### config.mk
export PLATFORM = sky130hd
export DESIGN_NAME = channel_in_acc_ctrl
export DESIGN_NICKNAME = d
export VERILOG_FILES = /design/src/rtl/channel_in_acc_ctrl.sv
export SDC_FILE = /design/constraint.sdc
export NUM_CORES = 2
export LEC_CHECK = 0
export ABC_AREA = 1
export CORE_MARGIN = 3
export CORE_UTILIZATION = 54
export CTS_CLUSTER_SIZE = 16
export DETAILED_ROUTE_END_ITERATION = 16
export GPL_TIMING_DRIVEN = 0
export HOLD_SLACK_MARGIN = 0.05
export PLACE_DENSITY = 0.77
export SYNTH_ARGS = -nofsm -noshare
export SYNTH_HDL_FRONTEND = slang
export SYNTH_SLANG_ARGS = --single-unit
### constraint.sdc
create_clock -name clk -period 12.77 [get_ports clk]
set_clock_uncertainty 0.2 [all_clocks]
set_input_delay 2.554 -clock clk [delete_from_list [all_inputs] [get_ports clk]]
set_output_delay 2.554 -clock clk [all_outputs]
set_load 0.005 [all_outputs]
### src/rtl/channel_in_acc_ctrl.sv
// Input-channel accumulation controller: tags adder-tree beats, sums groups per pixel, buffers results in a credit-guarded FIFO.
// Optional macro ACC_SAT_EN makes the per-lane accumulate saturate instead of wrapping.
module channel_in_acc_ctrl #(
    parameter int LANES      = 8,
    parameter int SUM_W      = 32,
    parameter int TREE_LAT   = 5,
    parameter int FIFO_DEPTH = 4
) (
    input  logic                   clk,
    input  logic                   rst_n,
    input  logic                   start,
    input  logic [7:0]             group_num,
    input  logic [15:0]            pix_num,
    input  logic                   in_valid,
    output logic                   in_ready,
    input  logic [LANES*SUM_W-1:0] tree_sum,
    output logic                   out_valid,
    input  logic                   out_ready,
    output logic [LANES*SUM_W-1:0] out_data,
    output logic                   busy,
    output logic                   done
);

    localparam int AW = (FIFO_DEPTH > 1) ? $clog2(FIFO_DEPTH) : 1;
    localparam int CW = $clog2(FIFO_DEPTH + 1);

    typedef enum logic [1:0] {IDLE, RUN, DRAIN} state_t;

    state_t                   state, state_next;
    logic                     done_next;
    logic [7:0]               cfg_group, grp_cnt;
    logic [15:0]              cfg_pix, pix_cnt;
    logic [CW-1:0]            credit, fifo_cnt;
    logic [TREE_LAT-1:0]      tag_v, tag_f, tag_l;
    logic [LANES*SUM_W-1:0]   acc, acc_next;
    logic [LANES*SUM_W-1:0]   mem [FIFO_DEPTH];
    logic [AW-1:0]            wr_ptr, rd_ptr;
    logic                     accept, beat_last, final_beat, pop, fifo_we, cfg_ok;
    logic [SUM_W-1:0]         lane_a, lane_b, lane_sum;
`ifdef ACC_SAT_EN
    logic [SUM_W:0]           lane_wide;
`endif

    assign cfg_ok     = (group_num != 8'd0) && (pix_num != 16'd0);
    assign in_ready   = (state == RUN) && (credit != '0);
    assign accept     = in_valid && in_ready;
    assign beat_last  = (grp_cnt == cfg_group - 8'd1);
    assign final_beat = accept && beat_last && (pix_cnt == cfg_pix - 16'd1);
    assign out_valid  = (fifo_cnt != '0);
    assign pop        = out_valid && out_ready;
    assign fifo_we    = tag_v[TREE_LAT-1] && tag_l[TREE_LAT-1];
    assign out_data   = out_valid ? mem[rd_ptr] : '0;
    assign busy       = (state != IDLE);

    always_comb begin
        state_next = state;
        done_next  = 1'b0;
        case (state)
            IDLE: begin
                if (start) begin
                    if (cfg_ok) state_next = RUN;
                    else        done_next  = 1'b1;
                end
            end
            RUN: begin
                if (final_beat) state_next = DRAIN;
            end
            DRAIN: begin
                if ((tag_v == '0) && (fifo_cnt == '0)) begin
                    state_next = IDLE;
                    done_next  = 1'b1;
                end
            end
            default: state_next = IDLE;
        endcase
    end

    always_ff @(posedge clk or negedge rst_n) begin
        if (!rst_n) begin
            state <= IDLE;
            done  <= 1'b0;
        end else begin
            state <= state_next;
            done  <= done_next;
        end
    end

    always_ff @(posedge clk or negedge rst_n) begin
        if (!rst_n) begin
            cfg_group <= '0;
            cfg_pix   <= '0;
            grp_cnt   <= '0;
            pix_cnt   <= '0;
        end else if ((state == IDLE) && start && cfg_ok) begin
            cfg_group <= group_num;
            cfg_pix   <= pix_num;
            grp_cnt   <= '0;
            pix_cnt   <= '0;
        end else if (accept) begin
            if (beat_last) begin
                grp_cnt <= '0;
                pix_cnt <= pix_cnt + 16'd1;
            end else begin
                grp_cnt <= grp_cnt + 8'd1;
            end
        end
    end

    // Credit reserves a FIFO slot when a pixel's last beat enters the tree.
    always_ff @(posedge clk or negedge rst_n) begin
        if (!rst_n) begin
            credit <= CW'(FIFO_DEPTH);
        end else begin
            case ({accept && beat_last, pop})
                2'b10:   credit <= credit - CW'(1);
                2'b01:   credit <= credit + CW'(1);
                default: credit <= credit;
            endcase
        end
    end

    always_ff @(posedge clk or negedge rst_n) begin
        if (!rst_n) begin
            tag_v <= '0;
            tag_f <= '0;
            tag_l <= '0;
        end else begin
            tag_v[0] <= accept;
            tag_f[0] <= accept && (grp_cnt == 8'd0);
            tag_l[0] <= accept && beat_last;
            for (int i = 1; i < TREE_LAT; i++) begin
                tag_v[i] <= tag_v[i-1];
                tag_f[i] <= tag_f[i-1];
                tag_l[i] <= tag_l[i-1];
            end
        end
    end

    always_comb begin
        acc_next = '0;
        lane_a   = '0;
        lane_b   = '0;
        lane_sum = '0;
`ifdef ACC_SAT_EN
        lane_wide = '0;
`endif
        for (int k = 0; k < LANES; k++) begin
            lane_a = acc[k*SUM_W +: SUM_W];
            lane_b = tree_sum[k*SUM_W +: SUM_W];
`ifdef ACC_SAT_EN
            lane_wide = {lane_a[SUM_W-1], lane_a} + {lane_b[SUM_W-1], lane_b};
            lane_sum  = lane_wide[SUM_W-1:0];
            // Sign bits disagree only when the signed add left the representable range.
            if (lane_wide[SUM_W] != lane_wide[SUM_W-1])
                lane_sum = lane_wide[SUM_W] ? {1'b1, {(SUM_W-1){1'b0}}} : {1'b0, {(SUM_W-1){1'b1}}};
`else
            lane_sum = lane_a + lane_b;
`endif
            acc_next[k*SUM_W +: SUM_W] = tag_f[TREE_LAT-1] ? lane_b : lane_sum;
        end
    end

    always_ff @(posedge clk or negedge rst_n) begin
        if (!rst_n)                 acc <= '0;
        else if (tag_v[TREE_LAT-1]) acc <= acc_next;
    end

    always_ff @(posedge clk) begin
        if (fifo_we) mem[wr_ptr] <= acc_next;
    end

    always_ff @(posedge clk or negedge rst_n) begin
        if (!rst_n) begin
            wr_ptr   <= '0;
            rd_ptr   <= '0;
            fifo_cnt <= '0;
        end else begin
            if (fifo_we) wr_ptr <= wr_ptr + AW'(1);
            if (pop)     rd_ptr <= rd_ptr + AW'(1);
            case ({fifo_we, pop})
                2'b10:   fifo_cnt <= fifo_cnt + CW'(1);
                2'b01:   fifo_cnt <= fifo_cnt - CW'(1);
                default: fifo_cnt <= fifo_cnt;
            endcase
        end
    end

endmodule

Word-level counts from Yosys, hierarchy flattened. Memories as Yosys holds them, arrays and structs flattened. Cells that the tools add are included.

Output and inout bits: 260. Memories kept: 1. Memory bits (writable): 1024. Input port bits: 285. Word-level logic and storage cells: 99. Bits in registers: 332.

Memories: mem (depth 4, width 256, read ports 1, clocked after Yosys merged registers in 0, wr ports 1, RTL line 36) `logic [LANES*SUM_W-1:0] mem [FIFO_DEPTH];`.

Eq/ne operators: 12. Reduce and logical (&&, ||, !) cells: 26. Add/subtract/negate cells: 18. Multiplexer cells: 28.

Operators by type and width (number): 32-bit adder (8); 256-bit two-way mux (1); 32-bit two-way mux (8); 16-bit two-way mux (3); 8-bit two-way mux (3); 16-bit by 1-bit adder with 16-bit output, second input constant (1); 16-bit == test (1); 16-bit nonzero test (1); 16-bit by 1-bit subtractor with 16-bit output, second input constant (1); 3-bit case mux with 2 select lines (2); 1-bit logical AND (11); 2-bit nonzero test (5); 8-bit by 1-bit adder with 8-bit output, second input constant (1); 8-bit == test (1); 8-bit zero test (1); 2-bit two-way mux (4); 2-bit inequality test, second input constant (4); 8-bit nonzero test (1); 8-bit by 1-bit subtractor with 8-bit output, second input constant (1); 3-bit by 1-bit adder with 3-bit output, second input constant (2); 2-bit by 1-bit == test with 1-bit output, second input constant (3); 2-bit == test, second input constant (3); 2-bit case mux with 3 select lines (1); 3-bit nonzero test (2); 9 further kinds (15).

Depth between registers and ports, before layout.
Word-level depth: 7. Gate-level depth with buffers: 15. Mapped depth without buffers: 15.

Least setup slack after synthesis. Ideal clock, no wire load.

Kind: reg-to-reg. Start point: register tag_v[4]. End point: memory mem[0][0] (netlist name) (enable). Buffers on the path: 2. Clock period less this slack: 12.779 ns. Data required time: 11.691 ns. Library setup time: 0.879 ns. Stages on the path, launching flop included: 5. Data arrival time: 11.700 ns. Slack: -0.009 ns. Cells stage by stage: dfrtp_1 -> clkbuf_1 -> clkbuf_1 -> nand2_1 -> nor2_1.

Word-level cells in the longest chain between the ends: 3.

RTL lines: start: declaration (RTL line 34) `logic [TREE_LAT-1:0] tag_v, tag_f, tag_l;`; start signal: indexed assignment (RTL line 132) `tag_v[i] <= tag_v[i-1];`; 1-bit logical AND (RTL line 51) `assign fifo_we = tag_v[TREE_LAT-1] && tag_l[TREE_LAT-1];`; 1-bit two-way mux (RTL line 169) `if (fifo_we) mem[wr_ptr] <= acc_next;`; 1-bit two-way mux (implied by the code) (RTL line 169); end: declaration (RTL line 36).

Every way passes these cells.

Worst setup path in the final report.
Start point: register rd_ptr[0]. End point: output out_data[255].

Word-level cells in the longest chain between the ends: 2.

RTL lines: start: declaration (RTL line 37) `logic [AW-1:0] wr_ptr, rd_ptr;`; start signal: assignment (RTL line 179) `if (pop) rd_ptr <= rd_ptr + AW'(1);`; memory read 4 x 256 bit; 256-bit two-way mux (RTL line 52) `assign out_data = out_valid ? mem[rd_ptr] : '0;`; end: declaration (RTL line 19) `output logic [LANES*SUM_W-1:0] out_data,`.

Every way passes these cells.

==> key figures <==
Clocking
  • TritonCTS Buffers: ~140
  • CTS sink count: roughly 1.4k
  • CTS hold repair buffers: 0
  • H-tree depth: 4
  • Root Driver: clkbuf_16
  • TritonCTS clock tree: yes
  • Setup bufs post-CTS: 0
  • Clk_lat worst skew: 800 ps
  • Clock slew at reported path FFs: around 60 ps
  • Max clock buf depth: 3
  • Post-CTS sizing: 0

Hold path
  • Min-Delay Path Class: reg -> reg
  • WHS Endpoint: tag_l[2]$_DFF_PN0_
  • Hold Path Depth: 0
  • Hold path start: tag_l[1]$_DFF_PN0_

Yosys
  • Ranking of synthesized cells by area: edfxtp_1 (42%), dfrtp_1 (11%), nand2_1 (11%)
  • Synth unique cells: 45
  • Cell taking the most area after synthesis: edfxtp_1
  • Mean Syn Cell Area: 8.43 sq um
  • Count of flip-flops with a built-in enable after synthesis: 1024
  • Synth top area share: 41.9%
  • Synth Cell Area: 73400 sq um
  • Ys flop type: edfxtp_1
  • Async SR Flop Fraction: 24.5%
  • Gate Count Post-Synth: 8705
  • Synth warnings: 0
  • Sequential element share of the synthesized area: 53.2%
  • Post-synth net total: 9259
  • Flops & latches, synth: 1356

Global route
  • Antenna violations before repair: 20
  • GRT overflow: 0
  • First-pass GRT wire length: around 380 mm
  • Total GRT Usage: a little over a third
  • Largest net degree at the start of global routing: 106
  • Vias in the first global route: about 63k

Critical path
  • R2R setup slack: 7720 ps
  • Startpoint type of the worst setup path: register
  • Crit path kind: reg -> out
  • Crit path capture type: output pin
  • CP max FO: 10
  • CP required: 10020 ps
  • CP dominant cell by count: clkbuf_1
  • CP Cell Sequence: buf_2 -> inv_2 -> clkbuf_1 -> clkbuf_1 -> o21ai_0 -> a21oi_1 -> clkdlybuf4s50_1
  • Slowest-stage cell, CP: clkbuf_1
  • CP Data Arrival Time: 4850 ps
  • Worst R2R Path Depth: 8
  • Largest stage delay on the critical path: between 1000 and 1500 ps
  • Reg-to-reg critical path endpoint: mem[1][215]$_DFFE_PP_
  • R2r startpoint: tag_v[4]$_DFF_PN0_

Power and ir drop
  • P_int: 13.2 mW
  • Seq pwr share: 28.0%
  • Combinational share of power: 54.9%
  • Pwr dens: 279 nW/um^2
  • Clock power frac: 17.1%
  • Pleak: around 36 nW
  • Switch share: 45.6%
  • Switching power: 11.0 mW
  • Max VDD drop: 0.000169 V

Placement
  • Setup WS pre-CTS: just over 6000 ps
  • Gpl congestion: 0.995
  • I/O Buffers: 544
  • Final HPWL DP: 191 mm

Route
  • Routed len/inst: roughly 23 um
  • Final antenna-violating net count: 0
  • Initial DRC count: approximately 7.1k
  • DR vias: 65.6k
  • Post-route DRC: 0
  • Initial DRT Pass Iterations: 6
  • Routed wire length: 257 mm
  • Via density: roughly 5.8

Die
  • Die area: 140000 sq um
  • Num ports: 545
  • Die H: 375 um
  • Initial Util: a little over half
  • Core area: 134000 sq um
  • Num rows: 134
  • Die span in x: 375 um

Layout
  • Layout cells sized above 1: just under 5%
  • Final Util: 64.7%
  • Area growth from synthesis to layout: 18.3%
  • Filler instances: 11.2k
  • Nets: roughly 10k

STA
  • RSZ-0062 raised after global routing: false
  • Slew Limit Fails: 37
  • Final setup violation count: 0
  • Crit path time final: 7600 ps
  • Slew Limit Headroom: -3.27%
  • Tcrit/Tclk final: 59.5%
  • Fmax: 132 MHz
  • Fin. Hold Viols: 0
  • Min setup slack post-route: 5170 ps
  • Worst-Margin Slew: 1550 ps

Run
  • Max cap viols: 4

Run status
  • Status: complete, but fails checks
  • Failing checks: capacitance limit, slew limit
[logic make-up (layout without fill, tap and decap cells)]
family / after synthesis / count (layout) / share of synthesized area (%)
XOR/XNOR: 98 / 98 / 1.17
other: 0 / 18 / 0
flip-flops: 1356 / 1356 / 53.2
adder cells (fa/ha/maj): 269 / 269 / 4.69
buffers and inverters: 1003 / 1856 / 5.20
AND/OR/NAND/NOR: 4529 / 4529 / 25.3
AO/OA/AOI/OAI: 1449 / 1449 / 10.4
multiplexers: 1 / 1 / 0.0153
[flip-flops by register name (all words and copies together), names as in the netlist]
register   count
state          2
grp_cnt        8
tag_l          5
credit         3
mem         1024
pix_cnt       16
tag_f          5
done           1
tag_v          5
rd_ptr         2
cfg_pix       16
acc          256
cfg_group      8
fifo_cnt       3
wr_ptr         2
[power by group through the flow]
stage / Sequential, mW / Clock [mW] / Combinational, mW
2_1_floorplan: 6.75 / 0 / 7.64
3_3_place_gp: 6.85 / 0 / 12.6
3_5_place_dp: 6.84 / 0 / 13.0
4_1_cts: 6.77 / 4.16 / 13.1
5_1_grt: 6.83 / 4.33 / 14.5
6_report: 6.78 / 4.14 / 13.3
[worst max-delay path: cells and delay by family (launching register included)]
family / cells / cell delay, ps
flops: 1 / 350
compound gates: 2 / 900
buf+inv: 5 / 2790
[per-layer routing]
layer / GRT usage [%] / wire length (um) / vias to the layer above
met1: 46.3 / 98700 / 31300
met5: 0 / 37 / -
met2: 57.5 / 119000 / 3253
li1: - / - / 30500
met3: 7.40 / 25800 / 560
met4: 17.6 / 13600 / 6
[synthesized netlist by cell type, types with 87 or more instances]
library cell	number
nand2_1	2193
dfrtp_1	331
nand3_1	457
ha_1	259
a31oi_1	87
nor2_1	1480
o21ai_0	699
a21oi_1	540
edfxtp_1	1024
or2_2	137
inv_1	673
and2_1	91
clkbuf_1	270
[area by class of cell]
cell class                      instances  area [sq um]  area share [%]
Sequential cell                      1356         39100            45.0
Antenna cell                           18          45.0          0.0519
Clock inverter                         77           796           0.917
Clock buffer                          183          3780            4.35
Multi-Input combinational cell       6346         30500            35.2
Timing Repair Buffer                  593          6540            7.54
Inverter                              683          2570            2.96
Tap cell                             1768          2210            2.55
Buffer                                320          1250            1.44
[stage by stage]
step / instances / TNS (ps) / instance area, sq um / power (mW) / hold slack (ps)
2_1_floorplan: 8705 / -9020 / 73400 / 14.4 / 131
3_3_place_gp: 11000 / - / 81000 / 19.5 / 134
3_5_place_dp: 11100 / 0 / 82200 / 19.8 / 135
4_1_cts: 11300 / 0 / 86700 / 24.0 / 149
5_1_grt: 11300 / 0 / 86800 / 25.7 / 163
6_report: 11300 / 0 / 86800 / 24.2 / 155
[cells in the final DEF, fill, tap and decap left out, types with 9 or more instances in the layout]
| master | instances |
|---|---|
| o21ai_2 | 17 |
| inv_6 | 9 |
| buf_1 | 31 |
| buf_12 | 33 |
| clkinv_2 | 21 |
| o21bai_1 | 49 |
| clkinvlp_4 | 9 |
| bufinv_16 | 11 |
| inv_1 | 673 |
| xnor2_1 | 63 |
| a21oi_1 | 540 |
| ha_1 | 259 |
| nor3_1 | 62 |
| nand3b_1 | 25 |
| clkbuf_1 | 301 |
| or2_2 | 137 |
| inv_2 | 9 |
| o21ai_1 | 28 |
| nand3_1 | 457 |
| buf_2 | 16 |
| dfrtp_1 | 331 |
| xor2_1 | 35 |
| clkdlybuf4s50_1 | 543 |
| nor4_1 | 19 |
| edfxtp_1 | 1024 |
| fa_1 | 10 |
| nor2_1 | 1476 |
| clkinv_1 | 17 |
| and2_1 | 91 |
| nand4_1 | 48 |
| buf_16 | 16 |
| diode_2 | 18 |
| o21ai_0 | 699 |
| nand2_1 | 2193 |
| a31oi_1 | 87 |
| clkbuf_16 | 142 |
[worst max-delay path by stage]
stage | from | to | slack (ps) | depth (start not counted)
3_3_place_gp | tag_v[4]$_DFF_PN0_ | mem[3][129]$_DFFE_PP_ | -10290 | 4
4_1_cts | rd_ptr[0]$_DFFE_PN0P_ | out_data[0] | 5230 | 7
5_1_grt | rd_ptr[0]$_DFFE_PN0P_ | out_data[255] | 5130 | 7
3_5_place_dp | rd_ptr[0]$_DFFE_PN0P_ | out_data[0] | 6080 | 7
6_report | rd_ptr[0]$_DFFE_PN0P_ | out_data[255] | 5170 | 7
2_1_floorplan | tag_v[4]$_DFF_PN0_ | mem[0][0]$_DFFE_PP_ | -9 | 4
Power figures use the tool's default switching activity.
